**src/rtl/sleep_units.sv**
```systemverilog
// Purpose: blocking sleep of __p_count units (cycles/us/ms/s) behind a __start/__valid/__idle call handshake.
// Latency: __valid in cycle S+count*div (S = start cycle); count==0 completes in S+1.
// Backpressure: __start accepted only while __idle=1; no output backpressure (__valid is a one-cycle strobe).
//
// Ports:
//   __clk, __reset    single clock, synchronous active-high reset
//   __p_count/__p_unit call arguments, sampled only on an accepted start
//   __start           call request, honoured only while __idle=1
//   __cancel          abort request (exists only when SLEEP_UNITS_CANCEL_EN is defined)
//   __valid           one-cycle completion strobe
//   __idle            ready for a new call
//   __r               whole units elapsed; held until the next accepted start
// Optional feature macro: SLEEP_UNITS_CANCEL_EN (adds __cancel and early abort).
module sleep_units #(
    parameter int unsigned CLK_FREQ = 100000000,
    parameter int unsigned COUNT_W  = 32
) (
    input  logic               __clk,
    input  logic               __reset,
    input  logic [COUNT_W-1:0] __p_count,
    input  logic [1:0]         __p_unit,
    input  logic               __start,
`ifdef SLEEP_UNITS_CANCEL_EN
    input  logic               __cancel,
`endif
    output logic               __valid,
    output logic               __idle,
    output logic [COUNT_W-1:0] __r
);

    localparam int unsigned DIV_US_RAW = CLK_FREQ / 1000000;
    localparam logic [31:0] DIV_US = (DIV_US_RAW < 1) ? 32'd1 : 32'(DIV_US_RAW);
    localparam logic [31:0] DIV_MS = 32'(CLK_FREQ / 1000);
    localparam logic [31:0] DIV_S  = 32'(CLK_FREQ);

    typedef enum logic [1:0] {
        IDLE = 2'd0,
        RUN  = 2'd1,
        DONE = 2'd2
    } state_t;

    state_t             state;
    logic [31:0]        div;
    logic [31:0]        pre;
    logic [COUNT_W-1:0] count;
    logic [COUNT_W-1:0] elapsed;

    logic [31:0]        div_sel;
    logic [COUNT_W-1:0] elapsed_nxt;
    logic               unit_tick;
    logic               cancel_req;

    always_comb begin
        div_sel = 32'd1;
        case (__p_unit)
            2'd0:    div_sel = 32'd1;
            2'd1:    div_sel = DIV_US;
            2'd2:    div_sel = DIV_MS;
            default: div_sel = DIV_S;
        endcase
    end

    assign elapsed_nxt = elapsed + COUNT_W'(1);
    assign unit_tick   = (pre == div - 32'd1);

`ifdef SLEEP_UNITS_CANCEL_EN
    assign cancel_req = __cancel;
`else
    assign cancel_req = 1'b0;
`endif

    // The start edge itself counts as the first clock of the wait, so the
    // counters leave IDLE already one tick in; this is what places __valid in
    // cycle S+count*div rather than one cycle later.
    always_ff @(posedge __clk) begin
        if (__reset) begin
            state   <= IDLE;
            __valid <= 1'b0;
            __idle  <= 1'b1;
            __r     <= '0;
            div     <= 32'd1;
            pre     <= '0;
            count   <= '0;
            elapsed <= '0;
        end else begin
            case (state)
                IDLE: begin
                    __valid <= 1'b0;
                    if (__start) begin
                        count  <= __p_count;
                        div    <= div_sel;
                        __idle <= 1'b0;
                        if (__p_count == '0) begin
                            pre     <= '0;
                            elapsed <= '0;
                            __valid <= 1'b1;
                            __r     <= '0;
                            state   <= DONE;
                        end else if (div_sel == 32'd1) begin
                            // One unit per clock: the start edge completes unit 1.
                            pre     <= '0;
                            elapsed <= COUNT_W'(1);
                            if (__p_count == COUNT_W'(1)) begin
                                __valid <= 1'b1;
                                __r     <= __p_count;
                                state   <= DONE;
                            end else begin
                                state <= RUN;
                            end
                        end else begin
                            pre     <= 32'd1;
                            elapsed <= '0;
                            state   <= RUN;
                        end
                    end
                end

                RUN: begin
                    if (unit_tick) begin
                        pre     <= '0;
                        elapsed <= elapsed_nxt;
                        // Final tick beats a simultaneous cancel.
                        if (elapsed_nxt == count) begin
                            __valid <= 1'b1;
                            __r     <= count;
                            state   <= DONE;
                        end else if (cancel_req) begin
                            __valid <= 1'b1;
                            __r     <= elapsed;
                            state   <= DONE;
                        end
                    end else begin
                        pre <= pre + 32'd1;
                        // Partial unit in progress is dropped on cancel.
                        if (cancel_req) begin
                            __valid <= 1'b1;
                            __r     <= elapsed;
                            state   <= DONE;
                        end
                    end
                end

                DONE: begin
                    __valid <= 1'b0;
                    __idle  <= 1'b1;
                    state   <= IDLE;
                end

                default: begin
                    __valid <= 1'b0;
                    __idle  <= 1'b1;
                    state   <= IDLE;
                end
            endcase
        end
    end

endmodule

```
**config.mk**
```make
export PLATFORM = sky130hd
export DESIGN_NAME = sleep_units
export DESIGN_NICKNAME = d
export VERILOG_FILES = /design/src/rtl/sleep_units.sv
export SDC_FILE = /design/constraint.sdc
export NUM_CORES = 1
export LEC_CHECK = 0
export ABC_AREA = 0
export ABC_CLOCK_PERIOD_IN_PS = 8400
export BUFFER_PORTS_ARGS = -buffer_cell sky130_fd_sc_hd__buf_2
export CAP_MARGIN = 40
export CORE_ASPECT_RATIO = 0.7
export CORE_UTILIZATION = 35
export DETAILED_ROUTE_END_ITERATION = 10
export GPL_TIMING_DRIVEN = 0
export PLACE_DENSITY = 0.6
export SYNTH_ARGS = -nofsm -noshare
export SYNTH_HDL_FRONTEND = slang
export SYNTH_SLANG_ARGS = --single-unit
```
**constraint.sdc**
```tcl
create_clock -name __clk -period 8.4 [get_ports __clk]
set_clock_uncertainty 0.05 [all_clocks]
set_input_delay 0 -clock __clk [delete_from_list [all_inputs] [get_ports __clk]]
set_output_delay 0 -clock __clk [all_outputs]
set_load 0.005 [all_outputs]
```
[Word-level counts from Yosys, hierarchy flattened]
Index checks and enable logic that the tools add are counted.
Operators by class
  $lt $le $gt $ge: 0
  equal/unequal tests: 12
  reduce and logical (&&, ||, !) cells: 11
  $mul: 0
  add/subtract/negate cells: 3
  divide/modulo/power cells: 0
  multiplexer cells: 34
  bitwise operators: 1
  shift-type cells: 0
Operators by type and width (count)
  32-bit 2-to-1 mux: 10
  32-bit case mux with 2 select lines: 3
  27-bit case mux with 3 select lines: 1
  32-bit by 1-bit adder with 32-bit output (second input constant): 2
  32-bit by 1-bit == test with 1-bit output (second input constant): 2
  32-bit == test: 2
  32-bit logical NOT: 1
  32-bit by 1-bit subtractor with 32-bit output (second input constant): 1
  2-bit 2-to-1 mux: 6
  1-bit 2-to-1 mux: 11
  2-bit AND reduction: 4
  2-bit != test (second input constant): 3
  3-bit != test (second input constant): 2
  3-bit AND reduction: 2
  6-bit AND reduction: 1
  2-bit by 1-bit == test with 1-bit output (second input constant): 2
  2-bit logical NOT: 2
  1-bit case mux with 2 select lines: 2
  2-bit case mux with 2 select lines: 1
  2-bit == test (second input constant): 1
  2-bit nonzero test: 1
  1-bit inverter: 1
Storage, ports and cells
  bits in read-only memories: 0
  output and inout bits: 34
  logic and storage cells: 69
  RAM bits: 0
  latch bits: 0
  register bits after elaboration: 164
  bits of input ports: 37
  memories kept: 0

[Longest topological paths before layout]
  depth in word-level cells: 7
  gate-level depth with buffers: 15
  depth with buffers taken out: 11

[Worst setup path before layout]
OpenSTA, ideal clock, no wires.
  kind: reg-to-reg
  start: register div[0]
  end: register __r[26]
  library setup time: 0.088 ns
  required time: 8.262 ns
  arrival time: 3.281 ns
  path buffers: 4
  period minus slack after synthesis: 3.420 ns
  setup slack: 4.980 ns
  cell stages (with the launch flop): 16
  path through: dfxtp_1 -> buf_2 -> inv_1 -> ha_1 -> or4b_4 -> o22a_1 -> o21ai_1 -> a21o_1 -> o211ai_2 -> or4_1 -> buf_2 -> o31ai_4 -> buf_6 -> buf_8 -> a21oi_2 -> a311oi_2
On the way
  cells in the longest elaborated chain, start to end: 4
RTL lines
  start: declaration: RTL line 43  | logic [31:0] div;
  start signal: assignment: RTL line 91  | div <= div_sel;
  32-bit by 1-bit subtractor with 32-bit output: RTL line 64  | assign unit_tick = (pre == div - 32'd1);
  32-bit == test: RTL line 64
  2-bit != test (no line)
  6-bit AND reduction (no line)
  end signal: assignment: RTL line 105  | __r <= __p_count;
  end signal: assignment: RTL line 125  | __r <= count;
  end signal: assignment: RTL line 129  | __r <= elapsed;
  end: declaration: RTL line 28  | output logic [COUNT_W-1:0] __r
No other way between the ends.
A chain may end at the register's enable or synchronous reset.

[Final worst setup path]
  start: register div[0]
  end: register elapsed[20]
On the way
  cells in the longest elaborated chain, start to end: 4
RTL lines
  32-bit by 1-bit subtractor with 32-bit output: RTL line 64
  32-bit == test: RTL line 64
  2-bit != test (no line)
  3-bit AND reduction (no line)
  end signal: assignment: RTL line 121  | elapsed <= elapsed_nxt;
  end: declaration: RTL line 46  | logic [COUNT_W-1:0] elapsed;
No other way between the ends.

==> summary.md <==
| Metric | Value |
|---|---|
| Run status | `finished clean` |
| Ratio of cells with drive above 1 in the final layout | `0.156` |
| R2r endpoint | `elapsed[20]` |
| Detailed Routing Iterations Pass 1 | `5` |
| Synth top area share | `0.332` |
| Mapped Nets | `1,079` |
| Setup Crit Path Kind | `reg -> reg` |
| CP Cell Sequence | `buf_2 > inv_1 > ha_1 > nor4b_2 > a31oi_1 > a2111oi_2 > o211ai_1 > o31ai_1 > buf_4 > nand2_1 > clkbuf_1 > o221a_2` |
| Post-DP Area | `slightly above 9000 um2` |
| Initial antenna violation count | `0` |
| Family with the most delay on the worst path | `compound AO/OA/AOI/OAI gates` |
| TritonCTS buffer count | `17` |
| Root buffer cell | `clkbuf_16` |
| Largest net degree at the start of global routing | `17` |
| Path depth of the worst reg2reg path | `12` |
| CP startpoint | `div[0]` |
| Final core occ | `0.437` |
| Slew headroom | `0.450` |
| Fin crit share | `0.520` |
| Worst Max-Slew Pin Slew | `around 0.82 ns` |
| Post-synth EDFFs | `0` |
| Crit. End Element | `register` |
| Vias per cell | `slightly below 6` |
| Clock power share | `0.445` |
| Top post-synthesis cells by area | `dfxtp_1, nand2_1, a21oi_1` |
| Vert. Die Dim | `between 100 and 150 um` |
| Gr ovfl total | `0` |
| Worst min path class | `in -> reg` |
| Port bufs | `69` |
| Cts repair resizes | `0` |
| Syn Inst Count | `between 1k and 1.5k` |
| Total wire length | `about 29,000 um` |
| Post-synthesis cell type count | `71` |
| Sequential share of power | `0.394` |
| VDD IR max | `approximately 0.16 mV` |
| Setup Buffers After CTS | `0` |
| Layout area overhead | `20.7%` |
| Vias in the first global route | `7,657` |
| Crit path time final | `4.37 ns` |
| R2R Path Start | `div[0]` |
| Row count | `46` |
| Cell Int Power | `between 1000 and 1500 uW` |
| Biggest cell delay along the critical path | `around 0.7 ns` |
| First-pass GRT wire length | `about 45,000 um` |
| Cell with the most instances after synthesis | `nand2_1` |
| FF+latch count, synth | `between 100 and 150` |
| Worst setup path endpoint | `elapsed[20]` |
| # setup viols final | `0` |
| Core box area | `approximately 23,000 um2` |
| Max cap viols | `0` |
| Top cells by count, synth | `nand2_1, dfxtp_1, a21oi_1` |
| Highest-delay cell along the critical path | `o31ai_1` |
| Critical path peak fanout | `10` |
| Leak | `0.00357 uW` |
| Ys Warns | `0` |
| Reg-to-reg setup timing slack | `between 4 and 5 ns` |
| Worst-path clk slew | `roughly 0.07 ns` |
| Clk Latency, worst-skew pair | `0.44 ns` |
| Final Hold Fails | `0` |
| CTS tree | `done` |
| Residual DRC count | `0` |
| Avg Cell Area, Syn | `8.05 um2` |
| Arrival @ worst endpoint | `around 4.7 ns` |
| Sw Ratio | `0.293` |
| GPL Wtd Cong | `0.933` |
| Post-layout net count | `roughly 1.2k` |
| Design Area, Final | `about 10,000 um2` |
| CP required | `between 8 and 9 ns` |
| Total Routing Usage GR | `0.241` |
| HP Start | `__p_count[4]` |
| First-iteration detailed-routing DRC count | `approximately 940` |
| Pwr/cell area | `175 nW/um2` |
| Fin Setup TNS | `0 ns` |
| Logic depth of the worst path, buffers included | `12` |
| Post-synthesis cell area | `between 8000 and 9000 um2` |
| Area leader, netlist | `dfxtp_1` |
| Top_reg_cell synth | `dfxtp_1` |
| CP startpoint kind | `register` |
| Post-Layout Cell Count | `around 1.5k` |
| Max Clock Freq | `around 0.23 GHz` |
| ANT nets after route | `0` |
| DP HPWL | `21,600 um` |
| CTS Sinks | `138` |
| RSZ-0062 raised after global routing | `false` |
| Combinational power share | `0.161` |
| Filler Cells Inserted | `~2.3k` |
| H-tree Lvls | `4` |
| Die area | `around 24,000 um2` |
| Width of the die | `~190 um` |
| Via count | `around 8.6k` |
| IO Pins | `~70` |
| Avg WL per Cell | `19.7 um` |
| Final Max Tran Viols | `0` |
| Buffers & Inverters on Critical Path | `4` |
| Hold_buf cts | `36` |
| Register area share after synthesis | `0.332` |
| Initial Util | `0.362` |
| Switching power | `between 500 and 600 uW` |
| Clock Path Buffers | `2` |
| Placed Cells | `between 1k and 1.5k` |
| Post-synthesis async set-or-reset flop share | `0` |
| Diodes inserted | `0` |
## layout by cell type, fill, tap and decap left out, types with 17 or more instances in the layout
master         count
dfxtp_1          138
xnor2_1           40
nor3_1            24
nand3_1           31
nand2_1          149
nor2_1            58
and3_1            17
a21oi_1           94
o21ai_0           39
mux2i_1           38
a21oi_2           20
buf_2             83
a311oi_2          20
clkbuf_16         17
a311oi_1          43
clkbuf_1          57
nand4_1           29
dlygate4sd3_1     36
## layout make-up
type                    count  area [um2]  share of cell area
multi-input cells         793        5070               0.504
flip-flops and latches    138        2760               0.275
repair buffers            109         741              0.0736
plain buffers              89         445              0.0443
clock buffers              19         443              0.0440
well taps                 312         390              0.0388
clock inverters            13         151              0.0151
inverters                  15        56.3             0.00560
## flip-flops by register name (all words and copies together), names as in the netlist
name     flops
count       32
__valid      1
__idle       1
__r         32
pre         32
elapsed     32
state        2
div          6
## worst min path at each step
stage                             to  slack [ns]  depth (start not counted)
final                       count[4]        0.32                          4
after global routing        count[5]        0.34                          4
after CTS                 elapsed[7]        0.31                          6
after detailed placement    count[4]        0.22                          3
after global placement      count[4]        0.22                          3
after floorplan            count[24]        0.09                          2
## through the flow
step | setup slack (ns) | total power (uW) | hold slack (ns)
finish | 4.03 | 1760 | 0.322
global route | 3.72 | 1810 | 0.339
CTS | 4.15 | 1760 | 0.313
detailed placement | 4.19 | 968 | 0.221
global placement | 3.68 | 964 | 0.215
floorplan | 4.98 | 874 | 0.0860
## worst reg2reg max path, delay by kind of cell, from the launching register on
family | cells | cell delay (ns)
DFF | 1 | 0.30
buffers and inverters | 4 | 0.89
adders and majority gates | 1 | 0.29
and+or+nand+nor | 2 | 0.79
AOI/OAI and AO/OA | 5 | 1.96
## kinds of logic (layout without fill, tap and decap cells)
family,Yosys count,in the layout,synth area share
AOI/OAI and AO/OA,289,289,0.252
and+or+nand+nor,408,408,0.247
xor gates and xnor gates,51,51,0.0536
adders and majority gates,7,7,0.0105
DFF,138,138,0.332
buffers and inverters,104,245,0.0602
muxes,38,38,0.0456
## metal layers
metal / part of all wire / wire, um / GRT usage
met3: 0.075 / 2190 / 0.0439
met4: 0.015 / 444 / 0.0715
met5: 0 / 0 / 0
met2: 0.38 / 11300 / 0.327
met1: 0.53 / 15400 / 0.375
## power by group through the flow
stage	Combinational [uW]	Sequential [uW]	Clock, uW
detailed placement	262	706	0
global placement	258	706	0
floorplan	175	699	0
finish	282	693	782
global route	305	694	815
CTS	277	692	787
Power figures use the tool's default switching activity.
